**src/rtl/uart_rx_pkg.sv**
```systemverilog
// Shared types and constants for the UART receiver control path.
package uart_rx_pkg;

  typedef enum logic [2:0] {
    IDLE   = 3'd0,
    START  = 3'd1,
    DATA   = 3'd2,
    PARITY = 3'd3,
    STOP   = 3'd4,
    DONE   = 3'd5
  } state_t;

  localparam int DATA_WIDTH = 8;
  localparam int BIT_W      = 4;

  localparam logic [4:0] PRESCALE_8  = 5'd8;
  localparam logic [4:0] PRESCALE_16 = 5'd16;

  // Any ratio other than 8 behaves as 16.
  function automatic logic [3:0] center_edge(input logic [4:0] prescale);
    return (prescale == PRESCALE_8) ? 4'd4 : 4'd8;
  endfunction

endpackage

```
**src/rtl/uart_rx_edge_bit_cnt.sv**
```systemverilog
// Edge-within-bit and bit-within-frame counters; clear beats load-1 beats count.
module uart_rx_edge_bit_cnt #(
  parameter int EDGE_W = 4,
  parameter int BIT_W  = 4
) (
  input  logic              CLK_FSM,
  input  logic              RST_FSM,
  input  logic              en,
  input  logic              clr,
  input  logic              ld1,
  input  logic [EDGE_W-1:0] last_edge,
  output logic [EDGE_W-1:0] edge_cnt,
  output logic [BIT_W-1:0]  bit_cnt,
  output logic              wrap
);

  assign wrap = (edge_cnt == last_edge);

  always_ff @(posedge CLK_FSM) begin
    if (RST_FSM || clr) begin
      edge_cnt <= '0;
      bit_cnt  <= '0;
    end else if (ld1) begin
      edge_cnt <= EDGE_W'(1);
      bit_cnt  <= '0;
    end else if (en) begin
      if (wrap) begin
        edge_cnt <= '0;
        bit_cnt  <= bit_cnt + 1'b1;
      end else begin
        edge_cnt <= edge_cnt + 1'b1;
      end
    end
  end

endmodule

```
**src/rtl/uart_rx_ctrl_fsm.sv**
```systemverilog
// UART receiver sequencing FSM. Define UART_RX_ERR_OUT_EN to expose
// per-frame parity/stop error pulses alongside data_valid.
module uart_rx_ctrl_fsm #(
  parameter int DATA_WIDTH = uart_rx_pkg::DATA_WIDTH,
  parameter int EDGE_W     = 4
) (
  input  logic              CLK_FSM,
  input  logic              RST_FSM,
  input  logic              RX_IN_FSM,
  input  logic              PAR_EN_FSM,
  input  logic [4:0]        Prescale_FSM,
  input  logic              strt_glitch_FSM,
  input  logic              par_err_FSM,
  input  logic              stop_err_FSM,
  output logic [EDGE_W-1:0] edge_cnt_FSM,
  output logic [3:0]        bit_cnt_FSM,
  output logic              dat_samp_en_FSM,
  output logic              deser_en_FSM,
  output logic              strt_chk_en_FSM,
  output logic              par_chk_en_FSM,
  output logic              stop_chk_en_FSM,
  output logic              data_valid_FSM
`ifdef UART_RX_ERR_OUT_EN
  ,
  output logic              par_err_out_FSM,
  output logic              stop_err_out_FSM
`endif
);
  import uart_rx_pkg::*;

  state_t            state;
  logic              par_en_q;
  logic              par_err_q;
  logic              stop_err_q;
  logic              wrap;
  logic              cnt_en;
  logic              cnt_clr;
  logic              cnt_ld1;
  logic [EDGE_W-1:0] last_edge;

  // Last edge of a bit is twice the center edge minus one (7 or 15).
  assign last_edge = EDGE_W'({center_edge(Prescale_FSM), 1'b0} - 5'd1);

  always_comb begin
    cnt_en  = (state == START) || (state == DATA) ||
              (state == PARITY) || (state == STOP);
    cnt_clr = (state == IDLE) ||
              ((state == START) && wrap && strt_glitch_FSM) ||
              ((state == DONE) && RX_IN_FSM);
    cnt_ld1 = (state == DONE) && !RX_IN_FSM;
  end

  uart_rx_edge_bit_cnt #(
    .EDGE_W (EDGE_W),
    .BIT_W  (BIT_W)
  ) u_cnt (
    .CLK_FSM   (CLK_FSM),
    .RST_FSM   (RST_FSM),
    .en        (cnt_en),
    .clr       (cnt_clr),
    .ld1       (cnt_ld1),
    .last_edge (last_edge),
    .edge_cnt  (edge_cnt_FSM),
    .bit_cnt   (bit_cnt_FSM),
    .wrap      (wrap)
  );

  // Strobes fire on the bit's last edge, once the sampler has its three votes.
  assign dat_samp_en_FSM = cnt_en;
  assign strt_chk_en_FSM = (state == START)  && wrap;
  assign deser_en_FSM    = (state == DATA)   && wrap;
  assign par_chk_en_FSM  = (state == PARITY) && wrap;
  assign stop_chk_en_FSM = (state == STOP)   && wrap;
  assign data_valid_FSM  = (state == DONE) && !(par_err_q || stop_err_q);

`ifdef UART_RX_ERR_OUT_EN
  assign par_err_out_FSM  = (state == DONE) && par_err_q;
  assign stop_err_out_FSM = (state == DONE) && stop_err_q;
`endif

  always_ff @(posedge CLK_FSM) begin
    if (RST_FSM) begin
      state      <= IDLE;
      par_en_q   <= 1'b0;
      par_err_q  <= 1'b0;
      stop_err_q <= 1'b0;
    end else begin
      case (state)
        IDLE: begin
          if (!RX_IN_FSM) begin
            state    <= START;
            par_en_q <= PAR_EN_FSM;
          end
        end
        START: begin
          if (wrap) state <= strt_glitch_FSM ? IDLE : DATA;
        end
        DATA: begin
          if (wrap && (bit_cnt_FSM == BIT_W'(DATA_WIDTH)))
            state <= par_en_q ? PARITY : STOP;
        end
        PARITY: begin
          if (wrap) begin
            par_err_q <= par_err_q | par_err_FSM;
            state     <= STOP;
          end
        end
        STOP: begin
          if (wrap) begin
            stop_err_q <= stop_err_q | stop_err_FSM;
            state      <= DONE;
          end
        end
        DONE: begin
          par_err_q  <= 1'b0;
          stop_err_q <= 1'b0;
          // A low line here is already the next start bit's first edge.
          if (!RX_IN_FSM) begin
            state    <= START;
            par_en_q <= PAR_EN_FSM;
          end else begin
            state <= IDLE;
          end
        end
        default: state <= IDLE;
      endcase
    end
  end

endmodule

```
**config.mk**
```make
export PLATFORM = sky130hd
export DESIGN_NAME = uart_rx_ctrl_fsm
export DESIGN_NICKNAME = d
export VERILOG_FILES = /design/src/rtl/uart_rx_pkg.sv /design/src/rtl/uart_rx_edge_bit_cnt.sv /design/src/rtl/uart_rx_ctrl_fsm.sv
export SDC_FILE = /design/constraint.sdc
export NUM_CORES = 1
export LEC_CHECK = 0
export ABC_AREA = 0
export CAP_MARGIN = 15
export CORE_ASPECT_RATIO = 0.6
export CORE_MARGIN = 2
export CORE_UTILIZATION = 41
export DETAILED_ROUTE_END_ITERATION = 10
export GPL_ROUTABILITY_DRIVEN = 0
export GPL_TIMING_DRIVEN = 1
export PLACE_DENSITY_LB_ADDON = 0.1
export SETUP_SLACK_MARGIN = 0.3
export SYNTH_ARGS = -nofsm -noshare
export SYNTH_HDL_FRONTEND = slang
export SYNTH_SLANG_ARGS = --single-unit
```
**constraint.sdc**
```tcl
create_clock -name CLK_FSM -period 2.5 [get_ports CLK_FSM]
set_clock_uncertainty 0.1 [all_clocks]
set_input_delay 0.75 -clock CLK_FSM [delete_from_list [all_inputs] [get_ports CLK_FSM]]
set_output_delay 0.75 -clock CLK_FSM [all_outputs]
set_load 0.005 [all_outputs]
```
* Word level (Yosys, flattened, before mapping) *
Index checks and enable logic that the tools add are counted.

word-level totals
  register bits = 14
  bits in latches = 0
  RAM bits = 0
  bits in read-only memories = 0
  input bits = 12
  output and inout bits = 14
  logic and storage cells = 72
  memories = 0

cells by class
  add/sub/neg operators = 3
  multipliers = 0
  div/mod/pow operators = 0
  order comparisons = 0
  equal/unequal tests = 13
  shifts and indexed selects = 0
  muxes and demuxes = 17
  bitwise gates (word level) = 3
  reductions and logical operators = 29

operator list
  operator                                           count
  2-to-1 mux 3 bit                                   7
  one-hot mux 3 bit (6 select lines)                 1
  logical AND 1 bit                                  9
  adder 4 x 1 -> 4 bit (second input constant)       2
  != test 2 bit (second input constant)              4
  AND reduction 2 bit                                4
  logical OR 1 bit                                   7
  == test 3 x 2 -> 1 bit (second input constant)     2
  == test 3 bit (second input constant)              2
  nonzero test 2 bit                                 3
  == test 5 x 4 -> 1 bit (second input constant)     1
  2-to-1 mux 1 bit                                   5
  AND reduction 5 bit                                1
  == test 4 bit                                      1
  == test 4 bit (second input constant)              1
  2-to-1 mux 4 bit                                   1
  one-hot mux 1 bit (2 select lines)                 2
  OR reduction 2 bit                                 2
  subtractor 4 x 1 -> 4 bit (second input constant)  1
  == test 3 x 1 -> 1 bit (second input constant)     1
  zero test 3 bit                                    1
  zero test 1 bit                                    2
  2-to-1 mux 2 bit                                   1
  != test 2 x 1 -> 1 bit (second input constant)     1
  2 further kinds                                    3

* Depth between registers and ports, before layout *
  depth in word-level cells = 10
  gate-level depth with buffers = 7

* Modules after synthesis *
From an unflattened synthesis, not the netlist that was laid out.

second synthesis, totals
  cell total of the unflattened synthesis = 111
  area, all modules = 872.1 um2

modules (own cells, without submodules)
  module                times used  cells an instance  area an instance (um2)  seq. area each (um2)
  uart_rx_ctrl_fsm      1           63                 452.9                   120.1
  uart_rx_edge_bit_cnt  1           48                 419.2                   160.2

* Worst setup path before layout *
No wires, ideal clock.

  kind = input-to-output
  from = in Prescale_FSM[2]
  to = out stop_chk_en_FSM
  arrival time = 1.818 ns
  data required time = 1.650 ns
  path slack = -0.168 ns
  stages on the path = 4
  path buffers = 0
  cells stage by stage = nor4_4 > and2_4 > mux2_2 > nor3b_1

between the ends
  longest elaborated chain between the ends = 5

ends and longest elaborated chain
  what                       RTL line                    RTL
  start: declaration         uart_rx_ctrl_fsm.sv:11      input logic [4:0] Prescale_FSM,
  == test 5 x 4 -> 1 bit     uart_rx_pkg.sv:21           return (prescale == PRESCALE_8) ? 4'd4 : 4'd8;
  2-to-1 mux 3 bit           uart_rx_pkg.sv:21
  subtractor 4 x 1 -> 4 bit  uart_rx_ctrl_fsm.sv:42      assign last_edge = EDGE_W'({center_edge(Prescale_FSM), 1'b0} - 5'd1);
  == test 4 bit              uart_rx_edge_bit_cnt.sv:17  assign wrap = (edge_cnt == last_edge);
  logical AND 1 bit          uart_rx_ctrl_fsm.sv:73      assign stop_chk_en_FSM = (state == STOP) && wrap;
  end: declaration           uart_rx_ctrl_fsm.sv:21      output logic stop_chk_en_FSM,

No other way between the ends.

* Worst setup path in the final report *
  from = in Prescale_FSM[4]
  to = out stop_chk_en_FSM

The elaborated chain is that of the path after synthesis.

==> impl_results.md <==
- Status: complete, but fails checks
- Violations in the final reports: setup timing
- GR Overflow Total: 0
- Peak VDD IR: just under 0.3 mV
- Initial Utilization: 42.4%
- Wirelength per Cell: between 15 and 20 µm
- Layout Nets: 185
- Max Fclk: 0.346 GHz
- Drc violations: 0
- Max-cap violations: 0
- I/O pins: 26
- RSZ-0062 raised after global routing: yes
- Area of placed instances: 1350 µm²
- Global-route wire length before repair: 4.29 mm
- Crit path required time: 1650 ps
- Die width: 64.4 µm
- Int Power: roughly 370 µW
- Fin util: 78.0%
- WS Path Type: input pin to output port
- Syn Std Cell Area: approximately 900 µm²
- Syn avg cell area: 8.23 µm²
- DIE AREA: 2590 µm²
- CTS Buf Count: 3
- Crit Path Max Fanout: 3
- Detailed placement HPWL: 1.87 mm
- Layout cells sized above 1: 47.9%
- Sw Share: 28.0%
- Total length of routed wires: 3.09 mm
- GRT Total Usage: 23.5%
- Iteration-0 DRC Markers: 35
- Worst Hold Depth: 2
- DR vias: 1090
- Overall power: about 520 µW
- Count of state elements after synthesis: 14
- Largest net degree at the start of global routing: 9
- Tightest Pin Transition: 406 ps
- CTS tree: yes
- Cell Pwr Density: 313 nW/µm²
- Vias in the first global route: 898
- Flop pwr share: 44.8%
- I/O Buffers: 25
- Setup crit end kind: output port
- Final Hold Fails: 0
- CTS root buf: clkbuf_4
- Final setup viols: 4
- Post-synthesis sequential area ratio: 31.2%
- DR pass1 iterations: 4
- Tmin final: 2890 ps
- H-tree depth: 1
- Clock input transition at the sequential cells of the worst setup and hold paths: 90 ps
- Standard-cell rows: 13
- Startpoint types: input pin
- Final std cell area, no fill: 1650 µm²
- CTS Hold Bufs: 0
- Worst hold margin: between 300 and 400 ps
- Clock sinks: 14
- Worst min path class: flop to flop
- Leakage: 0.000653 µW
- Antenna diodes: 0
- Cell count after synthesis: ~110
- Die height: 40.2 µm
- Via density: 5.48
- Finished Layout Cells: 199
- Rel. slew slack: 72.9%
- DRT antenna net count: 0
- Worst Path Arrival: 2040 ps
- Area growth from synthesis to layout: 83.8%
- Max Root-Sink Buffers: 2
- Switch Pwr: 144 µW
- Syn Nets: 124
- Initial antenna violation count: 0
- Core area: between 2000 and 2500 µm²
- Cell variety after synth: 37
- Clock latency on the worst-skew pair: 290 ps
- Ys Warns: 0
- Crit share post-route: 116%
- Commonest non-fill, non-tap cells in the layout: buf_4 (25), clkdlybuf4s50_1 (14), buf_6 (12)
- Combinational power share: 21.8%
- Reg2Reg Depth: 12
- Clock power share: 33.4%
- DP Cell Count: 182
- Fin worst setup slack: -391 ps
- Most common cell after layout, fill and taps aside: buf_4
- Final-report max-slew violation count: 0
- Final-layout fill cell count: 143
cell type report:
| cell class | count | area, µm² | area share, % |
|---|---|---|---|
| Tap cell | 30 | 37.5 | 2.28 |
| Multi-Input combinational cell | 89 | 751 | 45.5 |
| Clock buffer | 4 | 36.3 | 2.20 |
| Timing Repair Buffer | 59 | 519 | 31.5 |
| Sequential cell | 14 | 294 | 17.8 |
| Inverter | 3 | 11.3 | 0.683 |
worst paths after layout:
path                                         from                to  slack (ps)
worst max-delay path              Prescale_FSM[4]   stop_chk_en_FSM        -390
worst min-delay path                    par_err_q         par_err_q         370
worst max register to register  u_cnt.edge_cnt[0]  u_cnt.bit_cnt[1]         210
worst min register to register          par_err_q         par_err_q         370
timing repair:
| item | 4_1_cts | 5_1_grt |
|---|---|---|
| setup buffers | 9 | 4 |
| gates cloned | 0 | 0 |
| endpoints found under the setup margin | 17 | 21 |
| resized for setup | 56 | 24 |
| pin swaps | 14 | 8 |
cells in the mapped netlist:
library cell	number	area share [%]
ha_1	3	4.2
and4b_1	1	1.1
nor3b_1	1	0.84
a21boi_0	1	0.84
or3b_2	1	0.98
xnor2_1	1	0.98
nand2_2	1	0.70
a21oi_1	6	3.3
o21ai_0	2	1.1
mux2_2	1	1.3
nand2_1	9	3.8
nor2_1	13	5.4
a311oi_1	2	2.0
nor2b_1	4	2.8
a31oi_1	3	2.1
nor4_4	2	4.7
or4_1	1	0.84
clkbuf_1	1	0.42
or2_2	1	0.70
nor3_1	8	4.5
o21bai_1	1	0.84
buf_2	2	1.1
nor4_1	3	2.1
a311o_1	1	1.1
or2_1	1	0.70
nand3_1	5	2.8
nand2b_1	2	1.4
mux2i_2	1	1.5
and3_1	2	1.4
and2_4	1	0.98
mux2i_1	6	6.7
or3_1	1	0.70
o41ai_1	1	0.98
inv_1	3	1.3
dfxtp_1	14	31
nand4_1	1	0.70
xor2_1	2	2.0
registers in the layout (all words and copies together), names as in the netlist:
name and count:
stop_err_q 1, state 3, u_cnt.bit_cnt 4, u_cnt.edge_cnt 4
par_en_q 1, par_err_q 1
power groups by stage:
stage,Sequential (µW),Combinational (µW),Clock [µW]
after floorplan,235,41.5,0
final,231,112,172
after detailed placement,240,88.2,0
after global placement,239,86.7,0
after CTS,231,101,173
after global routing,232,120,183
worst max-delay path: stages:
cell	delay, ps
buf_6	100
nor4_4	270
and2_4	210
buf_6	100
mux2_4	320
nor3b_2	160
buf_2	130
metal layers:
metal  part of all wire [%]  global-route usage (%)  vias up
met5                      0                       0        -
met4                    2.0                    10.6        0
met3                    7.7                    6.46        8
met2                     47                    39.1       38
met1                     44                    29.5      520
li1                       -                       -      524
logic make-up (layout without fill, tap and decap cells):
logic type               count (synthesis)  count (layout)  share of synthesized area [%]
AND/OR/NAND/NOR                         58              58                           37.1
AO/OA/AOI/OAI                           17              17                           12.3
flip-flops                              14              14                           31.2
multiplexers                             8               8                           9.48
buffers and inverters                    6              66                           2.79
adder cells (fa/ha/maj)                  3               3                           4.18
XOR/XNOR                                 3               3                           2.93
through the flow:
step / setup WS, ps / TNS, ps
floorplan: -100 / -284
global placement: -1100 / -7830
detailed placement: -1100 / -8090
CTS: -411 / -1330
global route: -454 / -1730
finish: -391 / -1420
Power figures use the tool's default switching activity.
